File: src/rtl/div_nbit_sr_if.sv
// Divider request/result bundle shared by the MultDiv
// unit and the divider core.
interface div_nbit_sr_if #(
  parameter int WIDTH = 32
);
  logic             ctrl_DIV;
  logic             ctrl_signed;
  logic [WIDTH-1:0] data_operandA;
  logic [WIDTH-1:0] data_operandB;
  logic [WIDTH-1:0] data_result;
  logic [WIDTH-1:0] data_remainder;
  logic             data_exception;
  logic             data_resultRDY;
  logic             busy;

  modport master (
    output ctrl_DIV,
    output ctrl_signed,
    output data_operandA,
    output data_operandB,
    input  data_result,
    input  data_remainder,
    input  data_exception,
    input  data_resultRDY,
    input  busy
  );

  modport slave (
    input  ctrl_DIV,
    input  ctrl_signed,
    input  data_operandA,
    input  data_operandB,
    output data_result,
    output data_remainder,
    output data_exception,
    output data_resultRDY,
    output busy
  );
endinterface

File: src/rtl/div_nbit_sr.sv
// Multi-cycle non-restoring divider, signed/unsigned,
// one quotient bit per cycle with a final fix-up step.
module div_nbit_sr #(
  parameter int WIDTH = 32,
  parameter int CNT_W = 7
) (
  input logic         clock,
  input logic         reset,
  div_nbit_sr_if.slave bus
);
  typedef enum logic [1:0] {
    IDLE, RUN, FIX, DONE
  } state_e;

  state_e state_q, state_d;

  logic [WIDTH:0]   p_q, p_d;
  logic [WIDTH-1:0] q_q, q_d;
  logic [WIDTH-1:0] d_q, d_d;
  logic             qs_q, qs_d;
  logic             rs_q, rs_d;
  logic [CNT_W-1:0] cnt_q, cnt_d;
  logic [WIDTH-1:0] res_q, res_d;
  logic [WIDTH-1:0] rem_q, rem_d;
  logic             exc_q, exc_d;
  logic             rdy_q, rdy_d;
  logic             busy_q, busy_d;

  logic             a_neg, b_neg;
  logic [WIDTH-1:0] a_abs, b_abs;
  logic [WIDTH:0]   p_sh, p_step;
  logic [WIDTH-1:0] r_mag, q_fin, r_fin;
  logic             last;

  assign a_neg = bus.ctrl_signed
               & bus.data_operandA[WIDTH-1];
  assign b_neg = bus.ctrl_signed
               & bus.data_operandB[WIDTH-1];
  assign a_abs = a_neg ? -bus.data_operandA
                       : bus.data_operandA;
  assign b_abs = b_neg ? -bus.data_operandB
                       : bus.data_operandB;

  // Upper half is WIDTH+1 wide so |A| = 2^(WIDTH-1) fits.
  assign p_sh   = {p_q[WIDTH-1:0], q_q[WIDTH-1]};
  assign p_step = p_q[WIDTH] ? p_sh + {1'b0, d_q}
                             : p_sh - {1'b0, d_q};
  assign r_mag  = p_q[WIDTH] ? p_q[WIDTH-1:0] + d_q
                             : p_q[WIDTH-1:0];
  assign q_fin  = qs_q ? -q_q : q_q;
  assign r_fin  = rs_q ? -r_mag : r_mag;
  assign last   = cnt_q == CNT_W'(WIDTH - 1);

  always_comb begin
    state_d = state_q;
    p_d     = p_q;
    q_d     = q_q;
    d_d     = d_q;
    qs_d    = qs_q;
    rs_d    = rs_q;
    cnt_d   = cnt_q;
    res_d   = res_q;
    rem_d   = rem_q;
    exc_d   = exc_q;
    rdy_d   = 1'b0;
    busy_d  = 1'b0;
    if (bus.ctrl_DIV) begin
      cnt_d = '0;
      if (bus.data_operandB == '0) begin
        state_d = DONE;
        res_d   = '1;
        rem_d   = bus.data_operandA;
        exc_d   = 1'b1;
        rdy_d   = 1'b1;
      end else begin
        state_d = RUN;
        p_d     = '0;
        q_d     = a_abs;
        d_d     = b_abs;
        qs_d    = a_neg ^ b_neg;
        rs_d    = a_neg;
        exc_d   = 1'b0;
        busy_d  = 1'b1;
      end
    end else begin
      unique case (state_q)
        RUN: begin
          p_d    = p_step;
          q_d    = {q_q[WIDTH-2:0], ~p_step[WIDTH]};
          cnt_d  = cnt_q + CNT_W'(1);
          busy_d = 1'b1;
          if (last) state_d = FIX;
        end
        FIX: begin
          res_d   = q_fin;
          rem_d   = r_fin;
          rdy_d   = 1'b1;
          state_d = DONE;
        end
        DONE:    state_d = IDLE;
        default: state_d = IDLE;
      endcase
    end
  end

  always_ff @(posedge clock) begin
    if (reset) begin
      state_q <= IDLE;
      p_q     <= '0;
      q_q     <= '0;
      d_q     <= '0;
      qs_q    <= 1'b0;
      rs_q    <= 1'b0;
      cnt_q   <= '0;
      res_q   <= '0;
      rem_q   <= '0;
      exc_q   <= 1'b0;
      rdy_q   <= 1'b0;
      busy_q  <= 1'b0;
    end else begin
      state_q <= state_d;
      p_q     <= p_d;
      q_q     <= q_d;
      d_q     <= d_d;
      qs_q    <= qs_d;
      rs_q    <= rs_d;
      cnt_q   <= cnt_d;
      res_q   <= res_d;
      rem_q   <= rem_d;
      exc_q   <= exc_d;
      rdy_q   <= rdy_d;
      busy_q  <= busy_d;
    end
  end

  assign bus.data_result    = res_q;
  assign bus.data_remainder = rem_q;
  assign bus.data_exception = exc_q;
  assign bus.data_resultRDY = rdy_q;
  assign bus.busy           = busy_q;
endmodule

File: src/flat_wrapper.sv
// flat-port wrapper written by rule: the top's interface ports become plain ports
module div_nbit_sr_flat 
#(
  parameter int WIDTH = 32,
  parameter int CNT_W = 7
)
  (clock, reset, bus_ctrl_DIV, bus_ctrl_signed, bus_data_operandA, bus_data_operandB, bus_data_result, bus_data_remainder, bus_data_exception, bus_data_resultRDY, bus_busy);
  div_nbit_sr_if #(.WIDTH(WIDTH)) bus_i ();
  input logic clock;
  input logic reset;
  input wire logic [$bits(bus_i.ctrl_DIV)-1:0] bus_ctrl_DIV;
  input wire logic [$bits(bus_i.ctrl_signed)-1:0] bus_ctrl_signed;
  input wire logic [$bits(bus_i.data_operandA)-1:0] bus_data_operandA;
  input wire logic [$bits(bus_i.data_operandB)-1:0] bus_data_operandB;
  output wire logic [$bits(bus_i.data_result)-1:0] bus_data_result;
  output wire logic [$bits(bus_i.data_remainder)-1:0] bus_data_remainder;
  output wire logic [$bits(bus_i.data_exception)-1:0] bus_data_exception;
  output wire logic [$bits(bus_i.data_resultRDY)-1:0] bus_data_resultRDY;
  output wire logic [$bits(bus_i.busy)-1:0] bus_busy;
  assign bus_i.ctrl_DIV = bus_ctrl_DIV;
  assign bus_i.ctrl_signed = bus_ctrl_signed;
  assign bus_i.data_operandA = bus_data_operandA;
  assign bus_i.data_operandB = bus_data_operandB;
  assign bus_data_result = bus_i.data_result;
  assign bus_data_remainder = bus_i.data_remainder;
  assign bus_data_exception = bus_i.data_exception;
  assign bus_data_resultRDY = bus_i.data_resultRDY;
  assign bus_busy = bus_i.busy;
  div_nbit_sr #(.WIDTH(WIDTH), .CNT_W(CNT_W)) u_core (.clock(clock), .reset(reset), .bus(bus_i));
endmodule
File: config.mk
export PLATFORM = sky130hd
export DESIGN_NAME = div_nbit_sr_flat
export DESIGN_NICKNAME = d
export VERILOG_FILES = /design/src/rtl/div_nbit_sr_if.sv /design/src/rtl/div_nbit_sr.sv /design/src/flat_wrapper.sv
export SDC_FILE = /design/constraint.sdc
export NUM_CORES = 1
export LEC_CHECK = 0
export CORE_ASPECT_RATIO = 1.1
export CORE_MARGIN = 1.5
export CORE_UTILIZATION = 35
export DETAILED_ROUTE_END_ITERATION = 8
export PLACE_DENSITY = 0.51
export SLEW_MARGIN = 20
export SYNTH_ARGS = -nofsm -noshare
export SYNTH_HDL_FRONTEND = slang
export SYNTH_SLANG_ARGS = --single-unit
File: constraint.sdc
create_clock -name clock -period 8 [get_ports clock]
set_clock_uncertainty 0.05 [all_clocks]
set_input_delay 2.4 -clock clock [delete_from_list [all_inputs] [get_ports clock]]
set_output_delay 2.4 -clock clock [all_outputs]
set_load 0.01 [all_outputs]
==> qor.csv <==
stage,metric,value,unit
status,status,"complete, no violations",
critical_path,path_cells,clkdlybuf4s50_1 > inv_1 > ha_1 > or3b_2 > nor3_1 > nand2_1 > nor3_1 > nand2_1 > nor3_1 > nor2_4 > nor2_4 > buf_12 > nor2_1 > a311oi_1,
floorplanning,dieArea,40400,um2
finish,num-nets-final,2053,
logic_synthesis,synth_flop_cell,dfxtp_1,
critical_path,arrival,6520,ps
clock_network,root_buffer,clkbuf_16,
drt,wl_per_cell,17.7,um
logic_synthesis,synth_simple_gate_area_share,22.0,%
sta,finalSetupViolations,0,
critical_path,slowest_stage,nor3_1,
place,io_buffers,134,
pwr,ir_drop,0.126,mV
place,place.gp.congestion,0.843,
logic_synthesis,synth_edf_count,0,
logic_synthesis,synthesis.nets,1986,
logic_synthesis,synth_fa_ha_area_share,6.76,%
floorplanning,die_x,192,um
sta,fmax,0.161,GHz
logic_synthesis,synth_area,13700,um2
critical_path,crit_required,8300,ps
critical_path,critPathCaptureType,flip-flop,
critical_path,worst_path_most_repeated_cell,nor3_1,
drt,drt_pass1_iterations,5,
floorplanning,start_util,35.8,%
drt,drt-total-wl,43000,um
logic_synthesis,netlist_instances,1845,
drt,routed-via-count,13400,
clock_network,cts.sinks,175,
clock_network,cts.path.max_buffers,2,
logic_synthesis,synth-seq-cells,175,
clock_network,cts_resized,0,
sta,fin_crit,6220,ps
min_path,hold_class,reg2reg,
grt,grt.overflow.total,0,
run,maxCapViolCount,0,
clock_network,cts.reportedPaths.clkPinSlew,80,ps
logic_synthesis,ys_warn_count,0,
finish,mostFrequentLayoutCells,"nor2_1, nand2_1, a21oi_1",
floorplanning,rows,75,
sta,tns,0,ps
logic_synthesis,muxShareOfSynthArea,1.81,%
floorplanning,die_y,211,um
finish,mostFrequentLayoutCell,nor2_1,
logic_synthesis,ys_types,77,
floorplanning,core_area,38400,um2
clock_network,cts_hold_buf,0,
logic_synthesis,synth_top_family_by_area,compound AO/OA/AOI/OAI gates,
grt,grt_max_degree,101,
clock_network,h-tree-depth,4,
logic_synthesis,synthArstFlopShare,0,%
place,detailed_place_hpwl,32700,um
logic_synthesis,synth_compound_area_share,27.9,%
critical_path,max_stage_delay,680,ps
clock_network,cts_tree,done,
sta,rsz0062_at_grt,no,
drt,drt.antenna.violating_nets,0,
drt,drtIter0Drc,802,
logic_synthesis,synthTopCellsByArea,"dfxtp_1, xor2_1, ha_1",
drt,drt-vias-per-instance,5.54,
pwr,p_per_area,177,nW/um2
critical_path,crit_fanout,49,
sta,worstMarginPinSlew,976,ps
sta,period_share,77.7,%
logic_synthesis,synth_xor_area_share,12.0,%
logic_synthesis,netlist.area_leader.share,25.5,%
grt,grt_pass1_vias,12700,
sta,report.final.slew_viol_count,0,
critical_path,regToRegSetupSlack,2900,ps
finish,diodes,0,
finish,post_route_cells_drive_above_1_share,4.31,%
finish,final_util,42.0,%
clock_network,clk_latency,460,ps
logic_synthesis,ys_seq_area_share,25.5,%
logic_synthesis,yosysTopAreaCell,dfxtp_1,
grt,track_usage,21.4,%
pwr,p_leak,6.22,nW
clock_network,postCtsSetupRepairBufs,0,
critical_path,crit_type,in2reg,
critical_path,critPathLaunchType,primary input,
finish,num-fill-cells,3985,
finish,area_growth,17.4,%
grt,grt_first_pass_wirelength,68300,um
sta,maxSlewHeadroom,35.0,%
grt,antenna_found_initial,0,
drt,drcViolationCount,0,
logic_synthesis,syn_area_per_cell,7.44,um2
floorplanning,io_pins,135,
sta,hold_viol,0,
clock_network,cts_buffers,17,
==> cells by family after synthesis <==
family          after synthesis
compound gates              591
xor+xnor                    188
fa+ha+maj                    73
buf+inv                     145
flops                       175
mux                          24
simple gates                649
==> synthesized netlist by cell type, types with 15 or more instances <==
cell,count
nor2_1,211
nand2_1,194
a21oi_1,177
dfxtp_1,175
o21ai_0,111
xor2_1,108
clkbuf_1,93
xnor2_1,80
ha_1,71
nand3_1,55
a211oi_1,49
nor3_1,49
inv_1,39
o211ai_1,35
a21o_1,33
o31ai_1,28
a31oi_1,25
or3_1,23
mux2i_1,20
a311oi_1,19
nand2b_1,17
o22ai_1,16
or4_1,16
and3_1,15
nor4_1,15
o21a_1,15
==> worst max-delay path: cells and delay by family <==
kind | cells | cell delay (ps)
and+or+nand+nor | 9 | 2840
buffers and inverters | 3 | 820
AOI/OAI and AO/OA | 1 | 250
adders and majority gates | 1 | 170
==> metrics by stage <==
| step | worst slack, ps | cell area (um2) | hold slack (ps) | std cells | power, mW |
|---|---|---|---|---|---|
| global placement | 1330 | 15500 | 397 | 2393 | 1.96 |
| detailed placement | 1260 | 15500 | 399 | 2393 | 1.97 |
| global route | 1480 | 16100 | 426 | 2424 | 3.03 |
| CTS | 1740 | 16100 | 410 | 2424 | 2.88 |
| floorplan | 2400 | 13700 | 399 | 1845 | 1.68 |
| finish | 1780 | 16100 | 411 | 2424 | 2.85 |
==> state kept, by name (all words and copies together) (netlist names) <==
signal                     flops
u_core.bus.data_resultRDY      1
u_core.p_q                    33
u_core.bus.data_remainder     32
u_core.bus.data_result        32
u_core.qs_q                    1
u_core.bus.data_exception      1
u_core.cnt_q                   7
u_core.d_q                    32
u_core.q_q                    32
u_core.rs_q                    1
u_core.bus.busy                1
u_core.state_q                 2
==> layer usage <==
| metal | global-route usage, % | share of wire [%] |
|---|---|---|
| met3 | 2.26 | 3.6 |
| met1 | 28.3 | 48 |
| met2 | 36.6 | 47 |
| met4 | 5.63 | 1.4 |
| met5 | 0 | 0 |
==> worst paths after layout <==
path                             endpoint                         start  cells after the start
max             u_core.bus.data_result[8]          bus_data_operandB[1]                     14
min          u_core.bus.data_remainder[7]  u_core.bus.data_remainder[7]                      2
max reg2reg                u_core.p_q[32]                 u_core.d_q[2]                     17
min reg2reg  u_core.bus.data_remainder[7]  u_core.bus.data_remainder[7]                      2
==> area by class of cell <==
| type | count | area, um2 | share of cell area, % |
|---|---|---|---|
| Multi-Input combinational cell | 1525 | 9720 | 60.3 |
| Sequential cell | 175 | 3500 | 21.7 |
| Timing Repair Buffer | 154 | 1510 | 9.38 |
| Tap cell | 500 | 626 | 3.88 |
| Clock buffer | 18 | 439 | 2.72 |
| Clock inverter | 13 | 178 | 1.10 |
| Inverter | 39 | 146 | 0.908 |
==> report_power, final <==
group / switching [mW] / internal, mW / total, mW
registers: 0.0807 / 0.935 / 1.02
logic: 0.534 / 0.401 / 0.935
clock network: 0.398 / 0.505 / 0.903
Power figures use the tool's default switching activity.
